===== src/rtl/uart_rx_frame_receiver.sv =====
// UART receiver: 2-FF synchroniser, 3-sample majority vote, 8N1 frames (8E1 when UART_RX_PARITY_EN is defined).
// Emits one-cycle rdata_valid / framing_error / parity_error pulses, all registered.
module uart_rx_frame_receiver #(
   parameter int FMAX_MHz  = 27,
   parameter int BAUD_RATE = 115200
) (
   input  logic       clk,
   input  logic       rst_n,
   input  logic       uart_rx,
   output logic [7:0] rdata,
   output logic       rdata_valid,
   output logic       framing_error,
   output logic       parity_error
);

   localparam int CLKS_PER_BIT = FMAX_MHz * 1_000_000 / BAUD_RATE;
   localparam int HALF_BIT     = CLKS_PER_BIT / 2;
   localparam int CW           = $clog2(CLKS_PER_BIT);

   localparam logic [CW-1:0] CNT_ZERO = CW'(0);
   localparam logic [CW-1:0] CNT_ONE  = CW'(1);
   localparam logic [CW-1:0] CNT_S0   = CW'(HALF_BIT - 1);
   localparam logic [CW-1:0] CNT_S1   = CW'(HALF_BIT);
   localparam logic [CW-1:0] CNT_MID  = CW'(HALF_BIT + 1);
   localparam logic [CW-1:0] CNT_LAST = CW'(CLKS_PER_BIT - 1);

   localparam logic [2:0] ST_IDLE   = 3'd0;
   localparam logic [2:0] ST_START  = 3'd1;
   localparam logic [2:0] ST_DATA   = 3'd2;
   localparam logic [2:0] ST_STOP   = 3'd4;
   localparam logic [2:0] ST_BREAK  = 3'd5;
`ifdef UART_RX_PARITY_EN
   localparam logic [2:0] ST_PARITY = 3'd3;
`endif

   if (CLKS_PER_BIT < 4) begin : g_bad_baud
      $error("uart_rx_frame_receiver: CLKS_PER_BIT must be at least 4");
   end

   function automatic logic vote3(input logic a, input logic b, input logic c);
      return (a & b) | (a & c) | (b & c);
   endfunction

`ifdef UART_RX_PARITY_EN
   function automatic logic parity_even(input logic [7:0] d);
      return ^d;
   endfunction
`endif

   logic          rx_meta_q, rx_sync_q;
   logic [2:0]    state_q, state_d;
   logic [CW-1:0] bit_cnt_q, bit_cnt_d;
   logic [2:0]    idx_q, idx_d;
   logic [7:0]    shift_q, shift_d;
   logic          smp0_q, smp0_d, smp1_q, smp1_d;
   logic [7:0]    rdata_q, rdata_d;
   logic          valid_q, valid_d;
   logic          ferr_q, ferr_d;
`ifdef UART_RX_PARITY_EN
   logic          par_bad_q, par_bad_d;
   logic          perr_q, perr_d;
`endif

   logic rx_s, sample_s, at_mid_s, cnt_last_s;

   assign rx_s       = rx_sync_q;
   assign sample_s   = vote3(smp0_q, smp1_q, rx_s);
   assign at_mid_s   = (bit_cnt_q == CNT_MID);
   assign cnt_last_s = (bit_cnt_q == CNT_LAST);

   // Frame sequencing, sampling and output pulse generation.
   always_comb begin
      state_d   = state_q;
      bit_cnt_d = bit_cnt_q;
      idx_d     = idx_q;
      shift_d   = shift_q;
      rdata_d   = rdata_q;
      valid_d   = 1'b0;
      ferr_d    = 1'b0;
`ifdef UART_RX_PARITY_EN
      par_bad_d = par_bad_q;
      perr_d    = 1'b0;
`endif
      if (bit_cnt_q == CNT_S0) smp0_d = rx_s;
      else                     smp0_d = smp0_q;
      if (bit_cnt_q == CNT_S1) smp1_d = rx_s;
      else                     smp1_d = smp1_q;
      if (cnt_last_s) bit_cnt_d = CNT_ZERO;
      else            bit_cnt_d = bit_cnt_q + CNT_ONE;

      case (state_q)
         ST_IDLE: begin
            // The cycle the low line is first seen is clock 0 of the start bit.
            if (!rx_s) begin
               state_d   = ST_START;
               bit_cnt_d = CNT_ONE;
            end else begin
               bit_cnt_d = CNT_ZERO;
            end
         end
         ST_START: begin
            if (at_mid_s && sample_s) begin
               state_d   = ST_IDLE;
               bit_cnt_d = CNT_ZERO;
            end else if (cnt_last_s) begin
               state_d = ST_DATA;
               idx_d   = 3'd0;
            end else begin
               state_d = state_q;
            end
         end
         ST_DATA: begin
            if (at_mid_s) shift_d = {sample_s, shift_q[7:1]};
            else          shift_d = shift_q;
            if (cnt_last_s) begin
               if (idx_q == 3'd7) begin
`ifdef UART_RX_PARITY_EN
                  state_d = ST_PARITY;
`else
                  state_d = ST_STOP;
`endif
               end else begin
                  idx_d = idx_q + 3'd1;
               end
            end else begin
               idx_d = idx_q;
            end
         end
`ifdef UART_RX_PARITY_EN
         ST_PARITY: begin
            if (at_mid_s) par_bad_d = (sample_s != parity_even(shift_q));
            else          par_bad_d = par_bad_q;
            if (cnt_last_s) state_d = ST_STOP;
            else            state_d = state_q;
         end
`endif
         ST_STOP: begin
            // Decide at mid-stop so a back-to-back start edge is not missed.
            if (at_mid_s) begin
               bit_cnt_d = CNT_ZERO;
               if (sample_s) begin
                  state_d = ST_IDLE;
`ifdef UART_RX_PARITY_EN
                  if (par_bad_q) begin
                     perr_d = 1'b1;
                  end else begin
                     rdata_d = shift_q;
                     valid_d = 1'b1;
                  end
`else
                  rdata_d = shift_q;
                  valid_d = 1'b1;
`endif
               end else begin
                  ferr_d  = 1'b1;
                  state_d = ST_BREAK;
               end
            end else begin
               state_d = state_q;
            end
         end
         ST_BREAK: begin
            bit_cnt_d = CNT_ZERO;
            if (rx_s) state_d = ST_IDLE;
            else      state_d = state_q;
         end
         default: begin
            state_d   = ST_IDLE;
            bit_cnt_d = CNT_ZERO;
         end
      endcase
   end

   // Synchroniser and receiver state registers.
   always_ff @(posedge clk or negedge rst_n) begin
      if (!rst_n) begin
         rx_meta_q <= 1'b1;
         rx_sync_q <= 1'b1;
         state_q   <= ST_IDLE;
         bit_cnt_q <= CNT_ZERO;
         idx_q     <= 3'd0;
         shift_q   <= 8'h00;
         smp0_q    <= 1'b1;
         smp1_q    <= 1'b1;
         rdata_q   <= 8'h00;
         valid_q   <= 1'b0;
         ferr_q    <= 1'b0;
      end else begin
         rx_meta_q <= uart_rx;
         rx_sync_q <= rx_meta_q;
         state_q   <= state_d;
         bit_cnt_q <= bit_cnt_d;
         idx_q     <= idx_d;
         shift_q   <= shift_d;
         smp0_q    <= smp0_d;
         smp1_q    <= smp1_d;
         rdata_q   <= rdata_d;
         valid_q   <= valid_d;
         ferr_q    <= ferr_d;
      end
   end

`ifdef UART_RX_PARITY_EN
   // Parity check result and parity error pulse.
   always_ff @(posedge clk or negedge rst_n) begin
      if (!rst_n) begin
         par_bad_q <= 1'b0;
         perr_q    <= 1'b0;
      end else begin
         par_bad_q <= par_bad_d;
         perr_q    <= perr_d;
      end
   end
   assign parity_error = perr_q;
`else
   assign parity_error = 1'b0;
`endif

   assign rdata         = rdata_q;
   assign rdata_valid   = valid_q;
   assign framing_error = ferr_q;

endmodule


===== config.mk =====
export PLATFORM = sky130hd
export DESIGN_NAME = uart_rx_frame_receiver
export DESIGN_NICKNAME = d
export VERILOG_FILES = /design/src/rtl/uart_rx_frame_receiver.sv
export SDC_FILE = /design/constraint.sdc
export NUM_CORES = 1
export LEC_CHECK = 0
export BUFFER_PORTS_ARGS = -buffer_cell sky130_fd_sc_hd__buf_2
export CORE_MARGIN = 2
export CORE_UTILIZATION = 35
export DETAILED_ROUTE_END_ITERATION = 8
export GPL_ROUTABILITY_DRIVEN = 0
export SLEW_MARGIN = 30
export SYNTH_ARGS = -nofsm -noshare
export SYNTH_HDL_FRONTEND = slang
export SYNTH_SLANG_ARGS = --single-unit

===== constraint.sdc =====
create_clock -name clk -period 4.54 [get_ports clk]
set_input_delay 0 -clock clk [delete_from_list [all_inputs] [get_ports clk]]
set_output_delay 0 -clock clk [all_outputs]
set_load 0.01 [all_outputs]

# Word-level counts from Yosys, hierarchy flattened
# Index checks and enable logic that the tools add are counted.
# totals
register_bits	36
wordCells	68
input_bits	3
out_inout_bits	11
# classes
reduce_logical	7
mux	25
eq_ne	18
bitwise_logic	5
addsub	2
# ops
operator	count
$mux W3	12
$pmux W8 S4	1
$eq A8 B7 Y1 const B	3
$mux W8	3
$ne A2 B2 Y1 const B	8
$pmux W3 S5	1
$eq A3 B3 Y1 const B	3
$add A8 B1 Y8 const B	1
$eq A8 B8 Y1 const B	1
$mux W1	7
$pmux W3 S2	1
$reduce_and A6 Y1	1
$reduce_and A5 Y1	1
$add A3 B1 Y3 const B	1
$and A1 B1 Y1	3
$eq A3 B1 Y1 const B	1
$eq A3 B2 Y1 const B	1
$logic_not A3 Y1	1
$ne A3 B3 Y1 const B	1
$reduce_and A3 Y1	1
$or A1 B1 Y1	2
$reduce_and A2 Y1	1
$reduce_bool A2 Y1	1
$logic_and A1 B1 Y1	1

# Logic depth before layout (Yosys ltp)
# Gate-level depths: netlist of run 1.
# depth
depth_word	6
ltp_mapped	6
mapped_depth_nobuf	6

# Worst setup path after synthesis of run 1
# No wires, ideal clock.
# synth_timing
path_type	reg2reg
start	register bit_cnt_q[1]
end	register idx_q[0]
arrival_ps	1527
required_time_ps	4415
synth_period_minus_slack_ps	1652
setup_slack_ps	2888
path_stages_with_launch	7
path_buffers	0
setup_ps	125
path_cell_list	dfrtp_1 -> inv_1 -> ha_1 -> or3b_1 -> nor2_1 -> nand2_1 -> mux2_2
# synth_between
elab_chain_len	4
word_cells_on_any_way	7
classes_between	5 x eq/ne; 2 x reduce/logical
# synth_rtl
item	line_no	source
start, declared	52	logic [CW-1:0] bit_cnt_q, bit_cnt_d;
start signal, assigned	192	bit_cnt_q <= bit_cnt_d;
$eq A8 B7 Y1	68	assign at_mid_s = (bit_cnt_q == CNT_MID);
$logic_and A1 B1 Y1	102	if (at_mid_s && sample_s) begin
$ne A2 B2 Y1 (no source line)	n/a	
$reduce_and A5 Y1 (no source line) *	n/a	
end signal, assigned	193	idx_q <= idx_d;
end, declared	53	logic [2:0] idx_q, idx_d;
# Every way passes the cells marked *; elsewhere a longest branch is shown, timed or not.
# A chain may end at the register's enable or synchronous reset.

# Worst setup path after layout of run 1
# Same ends and word-level chain as after synthesis.

==> results of run 1 <==
how the worst max path moves through the flow:
stage	startpoint	endpoint	slack (ns)	cells after the start
floorplan	bit_cnt_q[1]	idx_q[0]	2.89	6
global placement	bit_cnt_q[1]	idx_q[0]	2.77	6
detailed placement	bit_cnt_q[1]	idx_q[0]	2.66	6
CTS	bit_cnt_q[1]	idx_q[0]	2.65	6
global route	bit_cnt_q[1]	idx_q[0]	2.52	6
finish	bit_cnt_q[1]	idx_q[0]	2.65	6
power breakdown:
part	internal [mW]	leakage, nW	switching, mW
logic	0.00238	0.404	0.00695
registers	0.322	0.469	0.000884
clock network	0.163	0.0552	0.114
total	0.488	0.929	0.121
cell usage after synthesis (2+ instances only):
cell type and count:
ha_1 6, nor2_1 16, buf_4 2, and3_1 2
mux2_2 19, inv_1 4, o21ai_0 2, o21ai_1 3
xor2_1 2, xnor2_1 5, or3b_4 2, dfrtp_1 32
a22o_1 2, dfstp_2 4, nor3_1 3, nand3_1 3
nand2_1 9
worst max-delay path, stage by stage (launching register included):
cell	delay, ns
dfrtp_1	0.43
inv_1	0.12
ha_1	0.17
or3b_1	0.39
nor2_1	0.27
nand2_1	0.14
mux2_2	0.28
layout make-up:
class / instances / area (µm²)
clock buffer: 6 / 72.6
clock inverter: 2 / 35.0
fill: 478 / 2780
inverter: 4 / 15.0
timing repair buffer: 14 / 80.1
tap: 67 / 83.8
sequential: 36 / 906
multi-input combinational: 97 / 778
routing by layer:
layer / wire, µm / track usage / up-vias
met5: 0 / 0 / -
met1: 1360 / 0.148 / 552
met4: 65 / 0.0595 / 0
met2: 1420 / 0.201 / 13
met3: 107 / 0.0474 / 5
li1: - / - / 519
state kept, by name, summed over array words and instances, names as in the netlist:
name / flops
rdata_valid: 1
smp0_q: 1
shift_q: 8
idx_q: 3
rx_meta_q: 1
framing_error: 1
rdata: 8
bit_cnt_q: 8
smp1_q: 1
rx_s: 1
state_q: 3
metrics by stage:
step            util  setup WS, ns  cell area, µm²  total power [mW]  instances
5_1_grt        0.414          2.52            1970             0.631        226
6_report       0.414          2.65            1970             0.609        226
2_1_floorplan      -          2.89            1730             0.331        141
3_3_place_gp   0.388          2.77            1840             0.337        216
3_5_place_dp   0.388          2.66            1840             0.338        216
4_1_cts        0.414          2.65            1970             0.615        226
cells by family (layout without fill, tap and decap cells):
logic type / count (synthesis) / in the layout / synth area share
buf+inv: 8 / 26 / 0.0267
simple gates: 50 / 50 / 0.175
xor+xnor: 7 / 7 / 0.0354
mux: 19 / 19 / 0.124
compound gates: 13 / 13 / 0.0636
other cells: 1 / 1 / 0.00217
flops: 36 / 36 / 0.524
fa+ha+maj: 7 / 7 / 0.0499
timing repair:
action | 4_1_cts | 5_1_grt
endpoints found under the hold margin | 33 | 0
gates resized for setup | 0 | 0
hold buffers | 2 | 0
buffers inserted | 0 | 0
endpoints found under the setup margin | 0 | 0
==> impl_results.md, run 1 <==
* Initial antenna violation count at 0
* Setup TNS Final at 0 ns
* Startpoint Class: flip-flop
* CTS Sinks at 36
* Area share of the largest cell type after synthesis at 0.463
* Commonest non-fill, non-tap cell in the layout: dfrtp_1
* Number of global-route vias before repair at 1146
* Initial Util at 0.364
* Final WL at 2.95 mm
* Max Clk Rate at 529 MHz
* Final Max Slew Viols at 0
* Clock Latency Late Sink at 0.29 ns
* Syn Std Cell Area at 1730 µm²
* Reg2reg start: bit_cnt_q[1]
* Leak at 0.929 nW
* Register area share after synthesis at 0.523
* First-pass GRT wire length at 5.13 mm
* Reg2Reg Depth at 6
* Worst Hold Class: input pin to asynchronous set/reset pin
* Arrival @ worst endpoint at 2.07 ns
* Post-layout min period at 1.89 ns
* Largest net degree at the start of global routing at 37
* Top cells by area, synth: dfrtp_1, mux2_2, dfstp_2
* Status: finished clean
* Fin crit share at 0.417
* Die Wd at 74.3 µm
* Synth Net Count at 150
* WL per Instance at 13.1 µm
* Finish-stage setup viols at 0
* Worst VDD drop at 0.000148 V
* Max Cap Viol at 0
* Fin. Hold Viols at 0
* Skew final at 0.00854 ns
* Primary FF master, synth: dfrtp_1
* R2R Path End: idx_q[0]
* Synth warnings at 0
* Ys async rst share at 1.00
* P per Cell Area at 309 nW/µm²
* Core box area at 4750 µm²
* Top-Level Pins at 14
* EDFF count, synth at 0
* RSZ-0062 raised after global routing: no
* H-tree levels at 2
* Layout Nets at 167
* Row Count at 25
* Syn avg cell area at 12.3 µm²
* Initial DRC Count at 74
* Drt first pass iters at 4
* Crit-path max FO at 5
* Clock-pin slew on the worst setup and hold paths at 0.07 ns
* Aggregate global-route resource usage at 0.125
* Slew @ Worst Pin at 0.813 ns
* Crit. End Element: flip-flop
* CP required at 4.72 ns
* Flop-to-flop setup slack at 2.65 ns
* Antenna viol nets, final at 0
* Crit path kind: flip-flop to flip-flop
* Most frequent cells in the layout: dfrtp_1, mux2_2, nor2_1
* PortBufs at 12
* WHS at 0.335 ns
* Post-DP HPWL at 2.07 mm
* Vias per inst at 4.82
* Die H at 74.3 µm
* Antenna cell count at 0
* Yosys reg bits at 36
* DRC errors left at 0
* Grt ovf at 0
* Max clock buf depth at 2
* DIE AREA at 5520 µm²
* CTS tree: yes
* Clock Root Buffer: clkbuf_8
* Area delta synth->final at 13.9%
* Vias at 1089
* Synth area leader: dfrtp_1
* Cells after Synth at 141
* Relative max-transition margin at 0.458
* Share of cells above drive strength 1 at 0.340
* Post-synth cell types at 42
* Number of buffers created by CTS at 5
No activity file was read; power rests on OpenSTA's default activity.
==> run 2: changes to the inputs <==
- clock period: 4.54 -> 1.6 ns (I/O delays scaled with it)
==> impl_results.md, run 2 (same netlist as run 1, synthesis figures left out) <==
* Status: finished, violations left
* Failing checks: setup timing
* WL per Instance at 13.0 µm
* Max Cap Viol at 0
* Worst VDD drop at 0.000551 V
* Most frequent cells in the layout: dfrtp_1, buf_4, mux2_4
* Fin worst setup slack at -0.121 ns
* Core box area at 4750 µm²
* CP most frequent cell: and3_4
* Layout Nets at 194
* Die Wd at 74.3 µm
* CTS tree: yes
* Aggregate global-route resource usage at 0.131
* CTS Sinks at 36
* Reg2Reg Depth at 6
* P per Cell Area at 733 nW/µm²
* Overall power at 1.72 mW
* Grt ovf at 0
* First-pass GRT wire length at 5.58 mm
* Fin crit share at 1.08
* RSZ-0062 raised after global routing: yes
* Post-layout min period at 1.72 ns
* Clock Latency Late Sink at 0.28 ns
* Crit path kind: flip-flop to flip-flop
* Area delta synth->final at 35.7%
* Vias per inst at 4.75
* Final core utilization at 0.494
* Slew @ Worst Pin at 0.783 ns
* PortBufs at 12
* DRC errors left at 0
* Largest net degree at the start of global routing at 37
* Leak at 1.12 nW
* Initial antenna violation count at 0
* Worst Hold Class: input pin to asynchronous set/reset pin
* Number of global-route vias before repair at 1213
* Flop-to-flop setup slack at -0.12 ns
* Share of cells above drive strength 1 at 0.516
* Max clock buf depth at 2
* DIE AREA at 5520 µm²
* WHS at 0.329 ns
* Reg2reg start: bit_cnt_q[0]
* Filler cell count at 462
* Row Count at 25
* Max incr delay on CP at 0.43 ns
* Relative max-transition margin at 0.478
* Arrival @ worst endpoint at 1.89 ns
* Critical path, cell by cell: inv_2, ha_4, and3_4, and3_4, nand3_4, mux2_4
* Top-Level Pins at 14
* Fin. Hold Viols at 0
* Skew final at 0.00583 ns
* Placed cell areas at 1990 µm²
* Crit. End Element: flip-flop
* Vias at 1202
* Clock Root Buffer: clkbuf_8
* Die H at 74.3 µm
* H-tree levels at 2
* Number of buffers created by CTS at 5
* Antenna cell count at 0
* CP required at 1.76 ns
* Startpoint Class: flip-flop
* Final WL at 3.30 mm
* Clock-pin slew on the worst setup and hold paths at 0.07 ns
* Post-DP HPWL at 2.31 mm
* Initial DRC Count at 23
* Max Clk Rate at 581 MHz
* Worst path slowest cell: dfrtp_1
* Commonest non-fill, non-tap cell in the layout: dfrtp_1
* Crit-path max FO at 8
* Finish-stage setup viols at 26
* Drt first pass iters at 4
* Final Max Slew Viols at 0
* Final Cell Area at 2350 µm²
* Initial Util at 0.364
* Antenna viol nets, final at 0
* R2R Path End: rdata[4]
run 2: cell types whose count changed in the layout (fill, tap and decap cells not counted), sizes merged:
cell      delta
buf         +27
clkbuf       -1
clkinvlp     +1
run 2: worst max-delay path, delay by kind of cell (launching register included):
family	cells	cell delay, ns
AND/OR/NAND/NOR	3	0.60
adder cells (fa/ha/maj)	1	0.12
multiplexers	1	0.35
buffers and inverters	1	0.10
flip-flops	1	0.43
run 2: how the worst max path moves through the flow:
stage / startpoint / to / slack [ns] / cells after the start
final: bit_cnt_q[0] / rdata[4] / -0.12 / 6
after floorplan: bit_cnt_q[1] / idx_q[0] / -0.01 / 6
after global placement: bit_cnt_q[1] / idx_q[0] / -0.1 / 6
after global routing: bit_cnt_q[0] / rdata[4] / -0.17 / 6
after CTS: bit_cnt_q[1] / idx_q[0] / -0.10 / 6
after detailed placement: bit_cnt_q[1] / idx_q[0] / -0.14 / 6
run 2: metrics by stage:
| stage | worst slack [ns] | setup TNS (ns) | cells |
|---|---|---|---|
| 3_5_place_dp | -0.140 | -1.99 | 235 |
| 6_report | -0.121 | -1.68 | 253 |
| 3_3_place_gp | -0.0959 | -0.911 | 235 |
| 4_1_cts | -0.105 | -1.44 | 249 |
| 5_1_grt | -0.166 | -3.40 | 253 |
| 2_1_floorplan | -0.0133 | -0.0133 | 141 |
run 2: layout make-up:
cell class              instances  area, µm²  area share
well taps                      67       83.8      0.0357
inverters                       4       15.0     0.00639
clock inverters                 3       42.5      0.0181
clock buffers                   5       68.8      0.0293
flip-flops and latches         36        906       0.386
multi-input cells              97        933       0.397
repair buffers                 41        299       0.127
run 2: repair_timing:
| action | CTS | global route |
|---|---|---|
| endpoints found under the setup margin | 29 | 30 |
| resized for setup | 14 | 23 |
| hold endpoints to repair | 33 | 0 |
| pin swaps | 9 | 13 |
| hold buffers | 2 | 0 |
| setup buffers | 4 | 4 |
run 2: metal layers:
metal,global-route usage,wire (µm),part of all wire,up-vias
met1,0.180,1530,0.46,612
met4,0.0595,41,0.012,0
li1,-,-,-,579
met2,0.204,1690,0.51,9
met3,0.0244,39,0.012,2
met5,0,0,0,-
run 2: power by group:
| group | total, mW | switching [mW] | internal (mW) |
|---|---|---|---|
| clock | 0.776 | 0.315 | 0.461 |
| sequential | 0.917 | 0.00255 | 0.914 |
| combinational | 0.0290 | 0.0206 | 0.00836 |
| total | 1.72 | 0.338 | 1.38 |
==> run 3: changes to the inputs <==
- BUFFER_PORTS_ARGS: -buffer_cell sky130_fd_sc_hd__buf_2 -> -buffer_cell sky130_fd_sc_hd__clkbuf_2
- clock period: 1.6 -> 1.9 ns (I/O delays scaled with it)
==> impl_results.md, run 3 (same netlist as run 1, synthesis figures left out) <==
* P per Cell Area at 725 nW/µm²
* Critical Path End: idx_q[0]
* RSZ-0062 raised after global routing: no
* DIE AREA at 5520 µm²
* Antenna cell count at 0
* Reg2Reg Depth at 6
* Area delta synth->final at 15.3%
* Grt ovf at 0
* Layout Nets at 170
* Reg2reg start: bit_cnt_q[1]
* Clock Root Buffer: clkbuf_8
* Finish-stage setup viols at 0
* Aggregate global-route resource usage at 0.125
* Row Count at 25
* Arrival @ worst endpoint at 1.95 ns
* CTS tree: yes
* Post-DP HPWL at 2.11 mm
* CTS Sinks at 36
* Slew @ Worst Pin at 0.787 ns
* Final core utilization at 0.420
* Clock Latency Late Sink at 0.28 ns
* Relative max-transition margin at 0.476
* H-tree levels at 2
* Skew final at 0.00890 ns
* Final WL at 2.89 mm
* First-pass GRT wire length at 5.15 mm
* Worst VDD drop at 0.000253 V
* Max Cap Viol at 0
* Initial DRC Count at 103
* R2R Path End: idx_q[0]
* Die H at 74.3 µm
* Largest net degree at the start of global routing at 37
* Final Max Slew Viols at 0
* Setup TNS Final at 0 ns
* Worst Setup SP: bit_cnt_q[1]
* Fin cells at 229
* Share of cells above drive strength 1 at 0.358
* Number of global-route vias before repair at 1101
* Max clock buf depth at 2
* Vias at 1108
* Clock-pin slew on the worst setup and hold paths at 0.07 ns
* PortBufs at 12
* Crit path kind: flip-flop to flip-flop
* Fin crit share at 0.937
* Placed cell areas at 1870 µm²
* Postcts setup bufs at 0
* Leak at 0.934 nW
* WL per Instance at 12.6 µm
* Initial Util at 0.364
* Crit. End Element: flip-flop
* Startpoint Class: flip-flop
* Vias per inst at 4.84
* Commonest non-fill, non-tap cell in the layout: dfrtp_1
* Place WS at 0.0681 ns
* Antenna viol nets, final at 0
* Most frequent cells in the layout: dfrtp_1, mux2_2, nor2_1
* Number of buffers created by CTS at 5
* Status: finished clean
* Fin. Hold Viols at 0
* Die Wd at 74.3 µm
* DRC errors left at 0
* Top-Level Pins at 14
* Worst Hold Class: input pin to asynchronous set/reset pin
* Final Cell Area at 2000 µm²
* Initial antenna violation count at 0
* Crit-path max FO at 5
* Flop-to-flop setup slack at 0.12 ns
* CP required at 2.07 ns
* Post-layout min period at 1.78 ns
* Drt first pass iters at 4
* Fin worst setup slack at 0.120 ns
* Max Clk Rate at 562 MHz
* Core box area at 4750 µm²
* Inst Count DP at 219
-- run 3: power by group --
part	switching [mW]	internal (mW)	total (mW)
registers	0.00220	0.770	0.772
logic	0.0162	0.00570	0.0219
clock network	0.264	0.389	0.653
total	0.282	1.17	1.45
-- run 3: worst min-delay path by stage --
stage	slack [ns]	cells past startpoint	endpoint
after floorplan	-0.30	0	bit_cnt_q[0]
after global placement	0.09	1	rx_meta_q
after detailed placement	0.1	1	rx_meta_q
after CTS	0.35	2	rx_meta_q
after global routing	0.34	2	rx_meta_q
final	0.33	2	bit_cnt_q[0]
-- run 3: critical path, cell delays in order, from the launching register on --
cell and delay [ns]:
dfrtp_1 0.43, inv_1 0.10, ha_1 0.15, or3b_1 0.40
nor2_2 0.20, nand2_1 0.12, mux2_2 0.28
-- run 3: layer usage --
layer,global-route usage,up-vias,wire [µm]
li1,-,525,-
met1,0.159,562,1300
met2,0.192,16,1440
met3,0.0407,5,95
met4,0.0595,0,53
met5,0,-,0
-- run 3: area by class of cell --
class                           instances  area [µm²]
Fill cell                             461        2760
Sequential cell                        36         906
Multi-Input combinational cell         97         781
Timing Repair Buffer                   17         103
Tap cell                               67        83.8
Clock buffer                            6        72.6
Clock inverter                          2        35.0
Inverter                                4        15.0
-- run 3: timing repair --
action	in CTS	in global routing
resized for setup	0	1
hold buffers	2	0
endpoints found under the hold margin	33	0
setup endpoints to repair	0	1
-- run 3: stage by stage --
step | total power [mW] | hold WS [ns]
after floorplan | 0.791 | -0.296
after global placement | 0.806 | 0.0920
after detailed placement | 0.807 | 0.0970
after CTS | 1.47 | 0.345
after global routing | 1.51 | 0.342
final | 1.45 | 0.332
